`config.mk`:
```
export PLATFORM = sky130hd
export DESIGN_NAME = alu_multicycle
export DESIGN_NICKNAME = d
export VERILOG_FILES = /design/src/rtl/alu_multicycle.sv
export SDC_FILE = /design/constraint.sdc
export NUM_CORES = 1
export LEC_CHECK = 0
export CORE_MARGIN = 3
export CORE_UTILIZATION = 52
export DETAILED_ROUTE_END_ITERATION = 16
export GPL_TIMING_DRIVEN = 0
export PLACE_DENSITY = 0.82
export RECOVER_POWER = 100
export SLEW_MARGIN = 0
export SYNTH_ARGS = -nofsm -noshare
export SYNTH_HDL_FRONTEND = slang
export SYNTH_SLANG_ARGS = --single-unit
```
`constraint.sdc`:
```
create_clock -name clk -period 3.55 [get_ports clk]
set_input_delay 0.71 -clock clk [delete_from_list [all_inputs] [get_ports clk]]
set_output_delay 0.71 -clock clk [all_outputs]
set_load 0.05 [all_outputs]
```
`src/rtl/alu_multicycle.sv`:
```
// Handshaked ALU with registered result; MUL (shift-add) and DIVU (restoring)
// iterate one bit per cycle for WIDTH cycles, all other ops complete in one.
module alu_multicycle #(
    parameter int unsigned WIDTH = 8
) (
    input  logic             clk,
    input  logic             rst,
    input  logic             in_valid,
    output logic             in_ready,
    input  logic [3:0]       in_op,
    input  logic [WIDTH-1:0] in_a,
    input  logic [WIDTH-1:0] in_b,
    output logic             out_valid,
    input  logic             out_ready,
    output logic [WIDTH-1:0] out_res,
    output logic             out_zero,
    output logic             out_carry,
    output logic             out_overflow
);

    localparam int unsigned CW = $clog2(WIDTH + 1);

    localparam logic [3:0] OpAdd  = 4'h0;
    localparam logic [3:0] OpSub  = 4'h1;
    localparam logic [3:0] OpNot  = 4'h2;
    localparam logic [3:0] OpAnd  = 4'h3;
    localparam logic [3:0] OpOr   = 4'h4;
    localparam logic [3:0] OpXor  = 4'h5;
    localparam logic [3:0] OpSlt  = 4'h6;
    localparam logic [3:0] OpEq   = 4'h7;
    localparam logic [3:0] OpMul  = 4'h8;
    localparam logic [3:0] OpDivu = 4'h9;

    typedef enum logic [1:0] {StIdle, StBusy, StDone} state_e;

    state_e               state_q;
    logic [3:0]           op_q;
    logic [WIDTH-1:0]     a_q;
    logic [WIDTH-1:0]     b_q;
    logic [CW-1:0]        cnt_q;
    logic [2*WIDTH-1:0]   acc_q;

    logic [WIDTH-1:0]     b_opnd;
    logic [WIDTH:0]       sum_w;
    logic [WIDTH-1:0]     sc_res;
    logic                 sc_carry;
    logic                 sc_ovf;

    logic [WIDTH:0]       mul_hi;
    logic [WIDTH:0]       rem_sh;
    logic [WIDTH:0]       rem_diff;
    logic [2*WIDTH-1:0]   acc_d;

    assign in_ready  = (state_q == StIdle);
    assign out_valid = (state_q == StDone);

    // Single-cycle datapath, evaluated on the operands being accepted.
    always_comb begin
        b_opnd   = (in_op == OpSub) ? ~in_b : in_b;
        sum_w    = {1'b0, in_a} + {1'b0, b_opnd} + {{WIDTH{1'b0}}, (in_op == OpSub)};
        sc_res   = '0;
        sc_carry = 1'b0;
        sc_ovf   = 1'b0;
        case (in_op)
            OpAdd, OpSub: begin
                sc_res   = sum_w[WIDTH-1:0];
                sc_carry = sum_w[WIDTH];
                sc_ovf   = (in_a[WIDTH-1] == b_opnd[WIDTH-1]) &&
                           (sum_w[WIDTH-1] != in_a[WIDTH-1]);
            end
            OpNot: sc_res = ~in_a;
            OpAnd: sc_res = in_a & in_b;
            OpOr:  sc_res = in_a | in_b;
            OpXor: sc_res = in_a ^ in_b;
            OpSlt: sc_res = {{(WIDTH-1){1'b0}}, ($signed(in_a) < $signed(in_b))};
            OpEq:  sc_res = {{(WIDTH-1){1'b0}}, (in_a == in_b)};
            default: ;
        endcase
    end

    // One iteration step: acc holds {high, multiplier} for MUL, {remainder, quotient} for DIVU.
    always_comb begin
        mul_hi   = acc_q[0] ? ({1'b0, acc_q[2*WIDTH-1:WIDTH]} + {1'b0, a_q})
                            : {1'b0, acc_q[2*WIDTH-1:WIDTH]};
        rem_sh   = {acc_q[2*WIDTH-1:WIDTH], acc_q[WIDTH-1]};
        rem_diff = rem_sh - {1'b0, b_q};
        if (op_q == OpMul) begin
            acc_d = {mul_hi, acc_q[WIDTH-1:1]};
        end else if (rem_sh >= {1'b0, b_q}) begin
            acc_d = {rem_diff[WIDTH-1:0], acc_q[WIDTH-2:0], 1'b1};
        end else begin
            acc_d = {rem_sh[WIDTH-1:0], acc_q[WIDTH-2:0], 1'b0};
        end
    end

    always_ff @(posedge clk) begin
        if (rst) begin
            state_q      <= StIdle;
            op_q         <= '0;
            a_q          <= '0;
            b_q          <= '0;
            cnt_q        <= '0;
            acc_q        <= '0;
            out_res      <= '0;
            out_zero     <= 1'b0;
            out_carry    <= 1'b0;
            out_overflow <= 1'b0;
        end else begin
            case (state_q)
                StIdle: begin
                    if (in_valid) begin
                        op_q <= in_op;
                        a_q  <= in_a;
                        b_q  <= in_b;
                        if (in_op == OpMul || in_op == OpDivu) begin
                            state_q <= StBusy;
                            cnt_q   <= CW'(WIDTH);
                            acc_q   <= {{WIDTH{1'b0}}, (in_op == OpMul) ? in_b : in_a};
                        end else begin
                            state_q      <= StDone;
                            out_res      <= sc_res;
                            out_zero     <= (sc_res == '0);
                            out_carry    <= sc_carry;
                            out_overflow <= sc_ovf;
                        end
                    end
                end
                StBusy: begin
                    acc_q <= acc_d;
                    cnt_q <= cnt_q - CW'(1);
                    if (cnt_q == CW'(1)) begin
                        state_q      <= StDone;
                        out_res      <= acc_d[WIDTH-1:0];
                        out_zero     <= (acc_d[WIDTH-1:0] == '0);
                        out_carry    <= (op_q == OpMul) && (acc_d[2*WIDTH-1:WIDTH] != '0);
                        out_overflow <= (op_q == OpDivu) && (b_q == '0);
                    end
                end
                StDone: begin
                    if (out_ready) begin
                        state_q <= StIdle;
                    end
                end
                default: state_q <= StIdle;
            endcase
        end
    end

endmodule

```
==> flow_metrics.tcl <==
set metrics [dict create \
    num_rows 33 \
    drc 0 \
    crit_type "input pin to flip-flop" \
    cts_max_level 2 \
    place_congestion 0.948 \
    utilization_pct 61.3 \
    required_ns 3.78 \
    startpoint_type "input pin" \
    clock_sinks 53 \
    synth-seq-cells 53 \
    antenna_found_initial 0 \
    grt_max_degree 17 \
    ys_async_sr_fraction_pct 0 \
    crit_slowest_cell "or4b_4" \
    r2r_cells 9 \
    die_area_mm2 0.00969 \
    firstDrtPassIters 5 \
    holdPathStages 2 \
    dp_hpwl_um 10100 \
    grt_pass1_vias 4274 \
    cpPeakStageDelay_ns 0.59 \
    seqCellArea_mm2 0.00106 \
    multiInputGateArea_mm2 0.00316 \
    cpLargestDelayFamily "simple AND/OR/NAND/NOR gates" \
    postSynthCellCount 603 \
    seq_area_frac_synth_pct 23.9 \
    power_density_mw_per_mm2 318 \
    hold_buffers 0 \
    post-place-ws_ns -0.609 \
    cap_violations 0 \
    die_h_um 98.5 \
    cp.buffers_inverters 1 \
    ios 37 \
    vias 4469 \
    layout_setup_ws_ns 0.140 \
    finClkSkew_ns 0.0128 \
    cts_root_buffer "clkbuf_8" \
    p_leak_nw 2.03 \
    clk_latency_ns 0.31 \
    grt.overflow.total 0 \
    timing.fmax_ghz 0.293 \
    synth_fp_nets 679 \
    cp.depth 11 \
    grt_pass1_wl_um 21100 \
    period_share_pct 96.1 \
    cp_max_fo 5 \
    worstPathCellList "clkdlybuf4s50_1, or4b_4, xnor2_2, fa_2, a21o_1, a21oi_4, xnor2_1, a211oi_2, and4b_1, nand3_1, o32ai_2" \
    avgSynthCellArea_um2 7.37 \
    grtUsageTotal_pct 26.4 \
    netlist_area_mm2 0.00445 \
    end_kind "flip-flop" \
    clk_pin_slew_ns 0.10 \
    nFillCells 783 \
    total_power_mw 1.61 \
    ir_drop_uv 198 \
    fin_nets 721 \
    ys.warnings.count 0 \
    max-clock-path-buffers 2 \
    slew_viol_final 0 \
    worstPathArrival_ns 3.64 \
    synth.distinct_cells 64 \
    routed_via_density 5.95 \
    area_growth_syn_to_layout_pct 14.0 \
    slew_headroom_pct 41.0 \
    outcome "finished clean" \
    tightest_slew_ns 0.878 \
    drt_first_iter_violations 395 \
    wl_per_cell_um 17.1 \
    io_buffers 34 \
    yosys_most_used_dff "dfxtp_1" \
    hold_viol_final 0 \
    postRouteWirelength_um 12900 \
    ant_nets 0 \
    die_w_um 98.5 \
    drive_above_1_share_pct 4.33 \
    synth_edf_count 0 \
    n_antenna_cell 0 \
    cts_tree "done" \
    post-route-min-period_ns 3.41 \
    min_path_type "flip-flop to flip-flop" \
    cts_buffers 5 \
    setup_viol 0 \
    core_area_mm2 0.00826 \
    start_util_pct 53.8 \
]
[placed cells by master (no fill, tap or decap), types with 5 or more instances in the layout]
cell             count
o211ai_1             5
nor4_1               7
clkbuf_1            28
a211oi_1            10
a221oi_1             6
nor2b_1             11
clkdlybuf4s50_1     20
o21ai_0             24
nand2_1             84
ha_1                49
nand2b_1             8
nor2_1              64
a22oi_1              8
clkbuf_8             5
nor3_1              12
xnor2_1             20
mux2i_1             10
dlygate4sd3_1       14
inv_1               42
dfxtp_1             53
a21oi_1             74
[through the flow]
step                setup TNS (ns)  hold slack, ns  instances  instance area (um2)
finish                           0           0.457        751                 5070
detailed placement           -3.62           0.449        742                 4920
global placement             -3.16           0.445        742                 4920
global route              -0.00967           0.483        751                 5070
floorplan                        0           0.441        603                 4450
CTS                              0           0.464        751                 5040
[final cells by class]
class | count | area share [%]
clock inverter | 2 | 0.272
sequential | 53 | 20.9
timing repair buffer | 36 | 7.01
tap | 105 | 2.59
inverter | 42 | 3.11
multi-input combinational | 478 | 62.4
clock buffer | 6 | 1.43
buffer | 29 | 2.25
[worst reg2reg max path, cell delays in order (launching register included)]
cell and delay, ns:
dfxtp_1 0.51, ha_1 0.36, o21ai_1 0.17, a21oi_1 0.11, a21oi_1 0.30, nand2_1 0.27, nor3_1 0.24, a311oi_1 0.08
or4_1 0.56, o31a_1 0.25
[cells by family (layout without fill, tap and decap cells)]
family | Yosys count | in the layout | share of synthesized area (%)
and+or+nand+nor | 215 | 215 | 22.5
muxes | 10 | 10 | 2.25
DFF | 53 | 53 | 23.9
adders and majority gates | 52 | 52 | 15.1
AOI/OAI and AO/OA | 178 | 178 | 25.5
xor gates and xnor gates | 23 | 23 | 4.53
buffers and inverters | 72 | 115 | 6.22
[sequential cells by signal, summed over array words and instances, names as in the netlist]
| register | count |
|---|---|
| out_overflow | 1 |
| b_q | 8 |
| a_q | 8 |
| out_res | 8 |
| state_q | 2 |
| op_q | 4 |
| out_carry | 1 |
| out_zero | 1 |
| acc_q | 16 |
| cnt_q | 4 |
[per-layer routing]
layer / routed length (um) / GRT usage, % / vias up
met4: 562 / 11.4 / 0
met2: 6140 / 44.7 / 181
li1: - / - / 2204
met1: 5490 / 34.5 / 2045
met5: 0 / 0 / -
met3: 681 / 2.12 / 39
[final timing paths]
| kind | startpoint | end | slack (ns) |
|---|---|---|---|
| min | out_res[4] | out_res[4] | 0.46 |
| min reg2reg | out_res[4] | out_res[4] | 0.46 |
| max reg2reg | acc_q[9] | out_carry | 0.60 |
| max | in_op[3] | out_zero | 0.14 |
[synth_stat cells, drive strengths merged (4+ instances only)]
cell type  number  area, um2
a221oi          6       52.6
ha             49        613
inv            42        158
nor4            7       43.8
a211oi         12       95.1
nand2          84        315
nand4           4       25.0
o21ai          30        154
dfxtp          53       1060
o211ai          6       50.1
nor2b          11       68.8
a21oi          75        375
o41ai           4       50.1
nor3           12       60.1
xnor2          21        184
nand2b          8       50.1
o22ai           4       25.0
nand3           4       20.0
mux2i          10        100
a31oi           4       25.0
clkbuf         27        101
o21bai          4       30.0
nor2           64        240
a22oi           8       60.1
[report_power, final]
group / internal [mW] / switching, mW / leakage, nW / total, mW
Sequential: 0.625 / 0.0253 / 0.432 / 0.651
Clock: 0.141 / 0.197 / 0.0456 / 0.338
Combinational: 0.242 / 0.381 / 1.55 / 0.623
Total: 1.01 / 0.603 / 2.03 / 1.61
[what timing repair did]
action                                  in CTS  in global routing
hold endpoints to repair                     0                  0
pin swaps                                    4                  4
gates resized for setup                      8                  4
setup buffers                                1                  1
endpoints found under the setup margin       6                  8
(Power assumes the default switching activity.)
